[src/rtl/alu_issue_ctrl.sv]
`default_nettype none
// ============================================================================
// Module   : alu_issue_ctrl
// Purpose  : Credit-based issue controller for a registered 32-bit ALU with an
//            in-order result FIFO. Optional macro: ALU_DIV0_FLAG_EN.
// Revision : 1.0 - initial release
// ============================================================================
module alu_issue_ctrl #(
  parameter int RES_DEPTH = 4,
  parameter int TAG_W     = 4
) (
  input  logic             clk,
  input  logic             rst,
  input  logic             cmd_valid,
  output logic             cmd_ready,
  input  logic [31:0]      cmd_a,
  input  logic [31:0]      cmd_b,
  input  logic [3:0]       cmd_op,
  input  logic [TAG_W-1:0] cmd_tag,
  output logic [31:0]      alu_a,
  output logic [31:0]      alu_b,
  output logic [3:0]       alu_sel,
  input  logic [63:0]      alu_out,
  output logic             res_valid,
  input  logic             res_ready,
  output logic [63:0]      res_data,
  output logic [TAG_W-1:0] res_tag,
  output logic             res_err
);

  localparam int c_ptr_w = $clog2(RES_DEPTH);
  localparam logic [c_ptr_w:0]   c_depth_cnt = (c_ptr_w+1)'(RES_DEPTH);
  localparam logic [c_ptr_w+1:0] c_depth_ext = (c_ptr_w+2)'(RES_DEPTH);

  logic [31:0]        r_alu_a;
  logic [31:0]        r_alu_b;
  logic [3:0]         r_alu_sel;
  logic [1:0]         r_vld;
  logic [TAG_W-1:0]   r_tag0;
  logic [TAG_W-1:0]   r_tag1;
  logic [c_ptr_w-1:0] r_wr_ptr;
  logic [c_ptr_w-1:0] r_rd_ptr;
  logic [c_ptr_w:0]   r_count;
  logic [63:0]        r_mem_data [RES_DEPTH];
  logic [TAG_W-1:0]   r_mem_tag  [RES_DEPTH];

  logic               w_accept;
  logic               w_push;
  logic               w_pop;
  logic [c_ptr_w+1:0] w_used;
  logic [63:0]        w_push_data;

  // Credits cover buffered entries plus everything still in the ALU pipe.
  assign w_used    = {1'b0, r_count} + (c_ptr_w+2)'(r_vld[0]) + (c_ptr_w+2)'(r_vld[1]);
  assign cmd_ready = ~rst & (w_used < c_depth_ext);
  assign w_accept  = cmd_valid & cmd_ready;
  assign w_push    = r_vld[1];
  assign res_valid = (r_count != '0);
  assign w_pop     = res_valid & res_ready;

  assign alu_a    = r_alu_a;
  assign alu_b    = r_alu_b;
  assign alu_sel  = r_alu_sel;
  assign res_data = res_valid ? r_mem_data[r_rd_ptr] : 64'h0;
  assign res_tag  = res_valid ? r_mem_tag[r_rd_ptr]  : '0;

  always_ff @(posedge clk or posedge rst) begin
    if (rst) begin
      r_alu_a   <= '0;
      r_alu_b   <= '0;
      r_alu_sel <= '0;
      r_vld     <= '0;
      r_tag0    <= '0;
      r_tag1    <= '0;
      r_wr_ptr  <= '0;
      r_rd_ptr  <= '0;
      r_count   <= '0;
    end else begin
      r_vld  <= {r_vld[0], w_accept};
      r_tag1 <= r_tag0;
      if (w_accept) begin
        r_alu_a   <= cmd_a;
        r_alu_b   <= cmd_b;
        r_alu_sel <= cmd_op;
        r_tag0    <= cmd_tag;
      end
      if (w_push) r_wr_ptr <= r_wr_ptr + 1'b1;
      if (w_pop)  r_rd_ptr <= r_rd_ptr + 1'b1;
      case ({w_push, w_pop})
        2'b10:   r_count <= r_count + 1'b1;
        2'b01:   r_count <= r_count - 1'b1;
        default: r_count <= r_count;
      endcase
    end
  end

  always_ff @(posedge clk) begin
    if (w_push) begin
      r_mem_data[r_wr_ptr] <= w_push_data;
      r_mem_tag[r_wr_ptr]  <= r_tag1;
    end
  end

`ifdef ALU_DIV0_FLAG_EN
  logic [1:0] r_div0;
  logic       r_mem_err [RES_DEPTH];

  always_ff @(posedge clk or posedge rst) begin
    if (rst) begin
      r_div0 <= '0;
    end else begin
      r_div0[1] <= r_div0[0];
      if (w_accept) r_div0[0] <= (cmd_op == 4'b0011) && (cmd_b == 32'h0);
    end
  end

  always_ff @(posedge clk) begin
    if (w_push) r_mem_err[r_wr_ptr] <= r_div0[1];
  end

  assign w_push_data = r_div0[1] ? 64'h0 : alu_out;
  assign res_err     = res_valid & r_mem_err[r_rd_ptr];
`else
  assign w_push_data = alu_out;
  assign res_err     = 1'b0;
`endif

  // Credit scheme must make these unreachable.
  always @(posedge clk) begin
    if (!rst) begin
      assert (!(w_pop && (r_count == '0)));
      assert (!(w_push && !w_pop && (r_count == c_depth_cnt)));
    end
  end

endmodule
`default_nettype wire

[config.mk]
export PLATFORM = sky130hd
export DESIGN_NAME = alu_issue_ctrl
export DESIGN_NICKNAME = d
export VERILOG_FILES = /design/src/rtl/alu_issue_ctrl.sv
export SDC_FILE = /design/constraint.sdc
export NUM_CORES = 1
export LEC_CHECK = 0
export CORE_ASPECT_RATIO = 0.5
export CORE_UTILIZATION = 46
export CTS_CLUSTER_DIAMETER = 80
export DETAILED_ROUTE_END_ITERATION = 7
export GPL_TIMING_DRIVEN = 0
export PLACE_DENSITY = 0.75
export REMOVE_ABC_BUFFERS = 1
export SETUP_SLACK_MARGIN = 0.05
export SLEW_MARGIN = 5
export SYNTH_ARGS = -nofsm -noshare
export SYNTH_HDL_FRONTEND = slang
export SYNTH_SLANG_ARGS = --single-unit
[constraint.sdc]
create_clock -name clk -period 2.5 [get_ports clk]
set_input_delay 0.375 -clock clk [delete_from_list [all_inputs] [get_ports clk]]
set_output_delay 0.375 -clock clk [all_outputs]
set_load 0.005 [all_outputs]
==> results.cfg, run 1 <==
[detailed_routing]
wire_per_inst_um = 21.7
drt-pass1-iter-count = 6
drt-initial-drc-count = 406
routed_wirelength_um = 30600
vias = 7208
ant_nets = 0
drc = 3
via_per_inst = 5.11

[floorplanning]
die_h_um = 125
die-area_um2 = 30900
io_pins = 279
die_x_um = 248
core_um2 = 29300
rows = 44
initial_core_util = 0.473

[power_and_ir_drop]
power.share.sequential = 0.354
power.density_nw_per_um2 = 1170
switching_share = 0.264
intPower_w = 0.0167
power_switching_w = 0.00598
p_clk_frac = 0.215
power.total_w = 0.0227
combPwrFrac = 0.432
vdd_drop_max_uv = 561
p_leak_nw = 7.18

[global_route]
grt_pass1_wl_um = 46800
track_usage = 0.201
grt_pass1_vias = 8151
antenna_found_initial = 1
grt-ovfl-total = 0
grt_max_degree = 51

[synthesis]
synth_fa_ha_area_frac = 0.00686
syn_avg_cell_area_um2 = 21.8
synth_top_family_by_area = multiplexers
synth_edf_count = 272
ys_async_sr_fraction = 0.238
synth-xor-area-share = 0.00379
yosysMostFrequentCell = edfxtp_1
yosysSeqAreaShare = 0.743
yosysUniqueCellTypes = 27
synth-compound-area-share = 0.00217
synth_top_area_share = 0.589
synth_warnings = 0
synth_top_area_cell = edfxtp_1
syn_area_um2 = 13900
syn_inst = 635
ys_ff_latch = 357
synth_ff_type = edfxtp_1
yosys-top-cells-count = 272 x edfxtp_1, 85 x dfrtp_1, 73 x and2_1
synthSimpleGateAreaFrac = 0.0347
netlist_top_cells_area = edfxtp_1 59%, dfrtp_1 15%, mux4_2 11%
synth.mux.area_fraction = 0.188

[worst_setup_path]
crit_path_start_kind = flop
path_cells = buf_12, buf_16, buf_6, buf_6, mux4_2, and2_4, buf_6
cp_slowest_stage_delay_ps = 520
timing.critical_path.mode_cell = buf_6
slowest_stage = dfrtp_4
crit_start = r_rd_ptr[0]
cp.arrival_ps = 2270
end_kind = output pin
crit_required_ps = 2120
crit_fanout = 5
r2r-start = r_count[1]
crit_type = flop to output pin

[timing]
fin_crit_ps = 2640
worst_slew_pin_slew_ps = 573
finalSetupViolations = 52
finClkSkew_ps = 12.6
finalHoldViolations = 0
layout_setup_ws_ps = -144
slew_headroom = 0.618
rsz0062_at_grt = true
fmax_mhz = 378
fin_crit_sh = 1.06
drv_slew = 0

[clock_network]
clkSinkCount = 357
root_buffer = clkbuf_16
cts_buffers = 31
cts.hold.buffers_added = 0
clock_latency_ps = 560
clkTransAtPathRegs_ps = 70
cts_tree = built
cts.path.max_buffers = 3
h-tree-depth = 1

[cells_and_area]
nFillCells = 1928
fin_util = 0.659
area_growth_pct = 39.2
drive_gt1_frac = 0.406
fin_nets = 1142

[worst_hold_path]
min_path_type = input pin to async pin

[placed_design]
io_buffers = 277
gp_congestion = 0.746
place_worst_setup_slack_ps = -312
dpl.hpwl_um = 17300

[outcome]
status = finished with violations
failed_checks = design-rule violations, negative setup slack

[run]
drv_cap = 0
[layout by cell type (no fill, tap or decap), types with 2 or more instances in the layout]
master	Yosys	layout
mux2_2	3	3
xnor2_1	2	2
clkbuf_16	0	31
and2_1	73	8
edfxtp_1	272	272
and2_4	0	65
dfrtp_2	0	4
clkinvlp_4	0	2
inv_1	8	7
buf_12	7	13
clkinv_4	0	4
buf_6	1	80
clkbuf_2	0	2
bufinv_16	0	4
clkinv_1	0	6
buf_2	10	16
dfrtp_4	0	2
mux4_2	68	68
buf_8	0	7
buf_4	2	17
clkinv_2	0	5
buf_16	0	14
ha_1	6	5
mux2_4	69	69
dfrtp_1	85	79
clkbuf_1	13	3
xor2_1	4	4
or3_4	0	2
clkdlybuf4s50_1	0	208
[power groups by stage]
stage,logic (W),registers (W),clock network (W)
2_1_floorplan,0.00335,0.00843,0
3_3_place_gp,0.00642,0.00855,0
3_5_place_dp,0.00743,0.00826,0
4_1_cts,0.00942,0.00801,0.00496
5_1_grt,0.0103,0.00813,0.00516
6_report,0.00978,0.00801,0.00486
[what timing repair did]
item,in CTS,in global routing
resized for setup,395,43
setup buffers,54,12
pin swaps,42,1
gates cloned,8,0
setup endpoints to repair,107,65
[kinds of logic after synthesis]
logic type,after synthesis
flops,357
mux,141
simple gates,78
buf+inv,41
fa+ha+maj,7
xor+xnor,6
compound gates,4
other cells,1
[critical path, delay by kind of cell, from the launching register on]
kind	cells	cell delay [ps]
AND/OR/NAND/NOR	1	170
flip-flops	1	520
multiplexers	1	400
buffers and inverters	5	610
[sequential cells by signal, summed over array words and instances, names as in the netlist]
| name | cells |
|---|---|
| alu_sel | 4 |
| r_count | 3 |
| alu_a | 32 |
| r_rd_ptr | 2 |
| alu_b | 32 |
| r_tag0 | 4 |
| r_wr_ptr | 2 |
| r_mem_data | 256 |
| r_vld | 2 |
| r_mem_tag | 16 |
| r_tag1 | 4 |
[worst paths after layout]
| kind | slack (ps) | cells past startpoint | end |
|---|---|---|---|
| min in group clk | 380 | 0 | r_vld[1] |
| max | -140 | 7 | res_data[60] |
| min reg2reg | 380 | 0 | r_vld[1] |
| max reg2reg | 90 | 8 | r_count[1] |
| min | 250 | 2 | alu_b[15] |
| max in group asynchronous | 1630 | 3 | alu_a[14] |
[per-layer routing]
| layer | up-vias | routed length (µm) | GRT usage |
|---|---|---|---|
| met2 | 196 | 15900 | 0.351 |
| met4 | 0 | 700 | 0.0509 |
| met3 | 44 | 1440 | 0.0371 |
| li1 | 3205 | - | - |
| met5 | - | 0 | 0 |
| met1 | 3763 | 12500 | 0.260 |
[stage by stage]
step / TNS, ps / hold WS, ps / cells / cell area, µm²
floorplan: -405680 / 354 / 602 / 13600
global placement: -1103200 / 366 / 1270 / 16900
detailed placement: -14690 / 365 / 1285 / 17200
CTS: -6710 / 216 / 1402 / 19100
global route: -7450 / 280 / 1411 / 19300
finish: -4320 / 251 / 1411 / 19300
[area by class of cell]
cell class	count	area (µm²)	share of cell area
flip-flops and latches	357	10300	0.534
repair buffers	359	3990	0.207
well taps	391	489	0.0253
clock buffers	34	787	0.0408
multi-input cells	238	3460	0.179
clock inverters	23	231	0.0120
inverters	8	32.5	0.00169
diodes	1	2.50	0.000130
No activity file was read; power rests on OpenSTA's default activity.
==> run 2, diff against run 1 <==
- CTS_CLUSTER_DIAMETER: 80 -> not set
==> results of run 2 <==
Same layout as run 1: the final DEF is identical, and so are final timing and power.
==> run 3, diff against run 2 <==
- CORE_UTILIZATION: 46 -> 51
- PLACE_DENSITY: 0.75 -> 0.8
- clock period: 2.5 -> 2.7 ns (I/O delays scaled with it)
==> run 3 against run 2 <==
Against the previous run: the flow finishes with violations (negative setup slack); utilization rose by 4.9 points; via count fell by 0.24%; register-to-register slack better by 320 ps; sequential power fell by 6.9%; non-clock buffer count shrank 29; sequential cell count stayed put; clock skew decreased by 2.4 ps; combinational power is 17% lower; critical path type unchanged; largest cell class unchanged; highest routed layer unchanged.
==> results.cfg, run 3 (synthesis results as in run 1) <==
[worst_setup_path]
crit_path_start_kind = flop
crit_type = flop to output pin
r2r_setup_slack_ps = 410
end_kind = output pin
crit_fanout = 7
crit_required_ps = 2300
cp.arrival_ps = 2420

[global_route]
grt-ovfl-total = 0
track_usage = 0.212
antenna_found_initial = 0
grt_max_degree = 65
grt_pass1_wl_um = 44600
grt_pass1_vias = 7747

[cells_and_area]
fin_nets = 1113
top_register = r_mem_data
final_common_cell = edfxtp_1
largest_reg_flops = 256
fin_util = 0.708
area_growth_pct = 35.8
multiInputGateArea_um2 = 3400
nFillCells = 1657
drive_gt1_frac = 0.344
insertedDiodeCount = 0
ff_latch_area_um2 = 10300
mostFrequentLayoutCells = 272 x edfxtp_1, 214 x clkdlybuf4s50_1, 79 x dfrtp_1

[detailed_routing]
drc = 0
routed_wirelength_um = 31000
vias = 7191
drt-pass1-iter-count = 6
drt-initial-drc-count = 430
via_per_inst = 5.36
wire_per_inst_um = 23.1
ant_nets = 0

[outcome]
failed_checks = negative setup slack
status = finished with violations

[timing]
rsz0062_at_grt = true
finalSetupViolations = 12
fin_crit_ps = 2830
finalHoldViolations = 0
setup_tns_ps = -961
slew_headroom = 0.643
fmax_mhz = 354
drv_slew = 0
fin_crit_sh = 1.05
worst_hold_slack_ps = 162
layout_setup_ws_ps = -126
worst_slew_pin_slew_ps = 536
finClkSkew_ps = 10.2

[clock_network]
root_buffer = clkbuf_16
cts_buffers = 31
cts.hold.buffers_added = 0
clkTransAtPathRegs_ps = 70
h-tree-depth = 1
clkSinkCount = 357
clock_latency_ps = 570
cts_tree = built
cts.path.max_buffers = 3

[power_and_ir_drop]
intPower_w = 0.0148
p_leak_nw = 7.05
switching_share = 0.269
combPwrFrac = 0.404
power_switching_w = 0.00543
power.total_w = 0.0202
power.density_nw_per_um2 = 1070
power.share.sequential = 0.370
p_clk_frac = 0.226
vdd_drop_max_uv = 664

[floorplanning]
die_h_um = 119
io_pins = 279
rows = 42
die-area_um2 = 27900
initial_core_util = 0.521
core_um2 = 26600
die_x_um = 235

[placed_design]
dpl.hpwl_um = 17400
io_buffers = 277
gp_congestion = 0.736
place_worst_setup_slack_ps = -159

[worst_hold_path]
min_path_type = input pin to async pin

[run]
drv_cap = 0
run 3: cell count changes in the layout (fill, tap and decap cells not counted), moves of 7 or more:
cell | before | now
and2_1 | 8 | 31
and2_4 | 65 | 42
buf_2 | 16 | 4
buf_6 | 80 | 31
clkbuf_16 | 31 | 38
clkbuf_2 | 2 | 18
dlymetal6s2s_1 | 0 | 15
run 3: area by class of cell:
type                       instances  share of cell area
clock buffer                      35              0.0448
clock inverter                    22              0.0106
sequential                       357               0.547
inverter                           8             0.00173
tap                              352              0.0234
multi-input combinational        238               0.181
timing repair buffer             330               0.192
run 3: routing by layer:
layer  GRT usage  share of wire
met3      0.0425          0.065
met4      0.0584          0.026
met5           0              0
met1       0.276           0.40
met2       0.365           0.50
run 3: path summary, 6_finish.rpt:
kind	depth (start not counted)	startpoint	to
setup / recovery	5	r_rd_ptr[0]	res_data[10]
hold / removal	2	rst	alu_a[16]
setup reg to reg	7	r_count[0]	alu_a[4]
hold reg to reg	0	r_vld[0]	r_vld[1]
max in group asynchronous	3	rst	alu_b[31]
min in group clk	0	r_vld[0]	r_vld[1]
run 3: worst max-delay path: stages (launching register included):
cell	delay (ps)
dfrtp_4	450
buf_12	140
buf_8	150
mux4_2	490
and2_1	170
clkdlybuf4s50_1	450
run 3: power by group through the flow:
stage / sequential (W) / clock, W / combinational (W)
after floorplan: 0.00780 / 0 / 0.00311
after global placement: 0.00795 / 0 / 0.00612
after detailed placement: 0.00769 / 0 / 0.00681
after CTS: 0.00747 / 0.00462 / 0.00726
after global routing: 0.00756 / 0.00486 / 0.00861
final: 0.00746 / 0.00456 / 0.00815
run 3: through the flow:
step	instances	cell area, µm²
5_1_grt	1342	18800
2_1_floorplan	602	13600
6_report	1342	18800
3_5_place_dp	1246	17200
4_1_cts	1318	18400
3_3_place_gp	1231	16800
run 3: repair_timing:
item	4_1_cts	5_1_grt
gates cloned	1	7
gates resized for setup	66	177
pin swaps	5	8
setup endpoints to repair	83	67
setup buffers	14	17
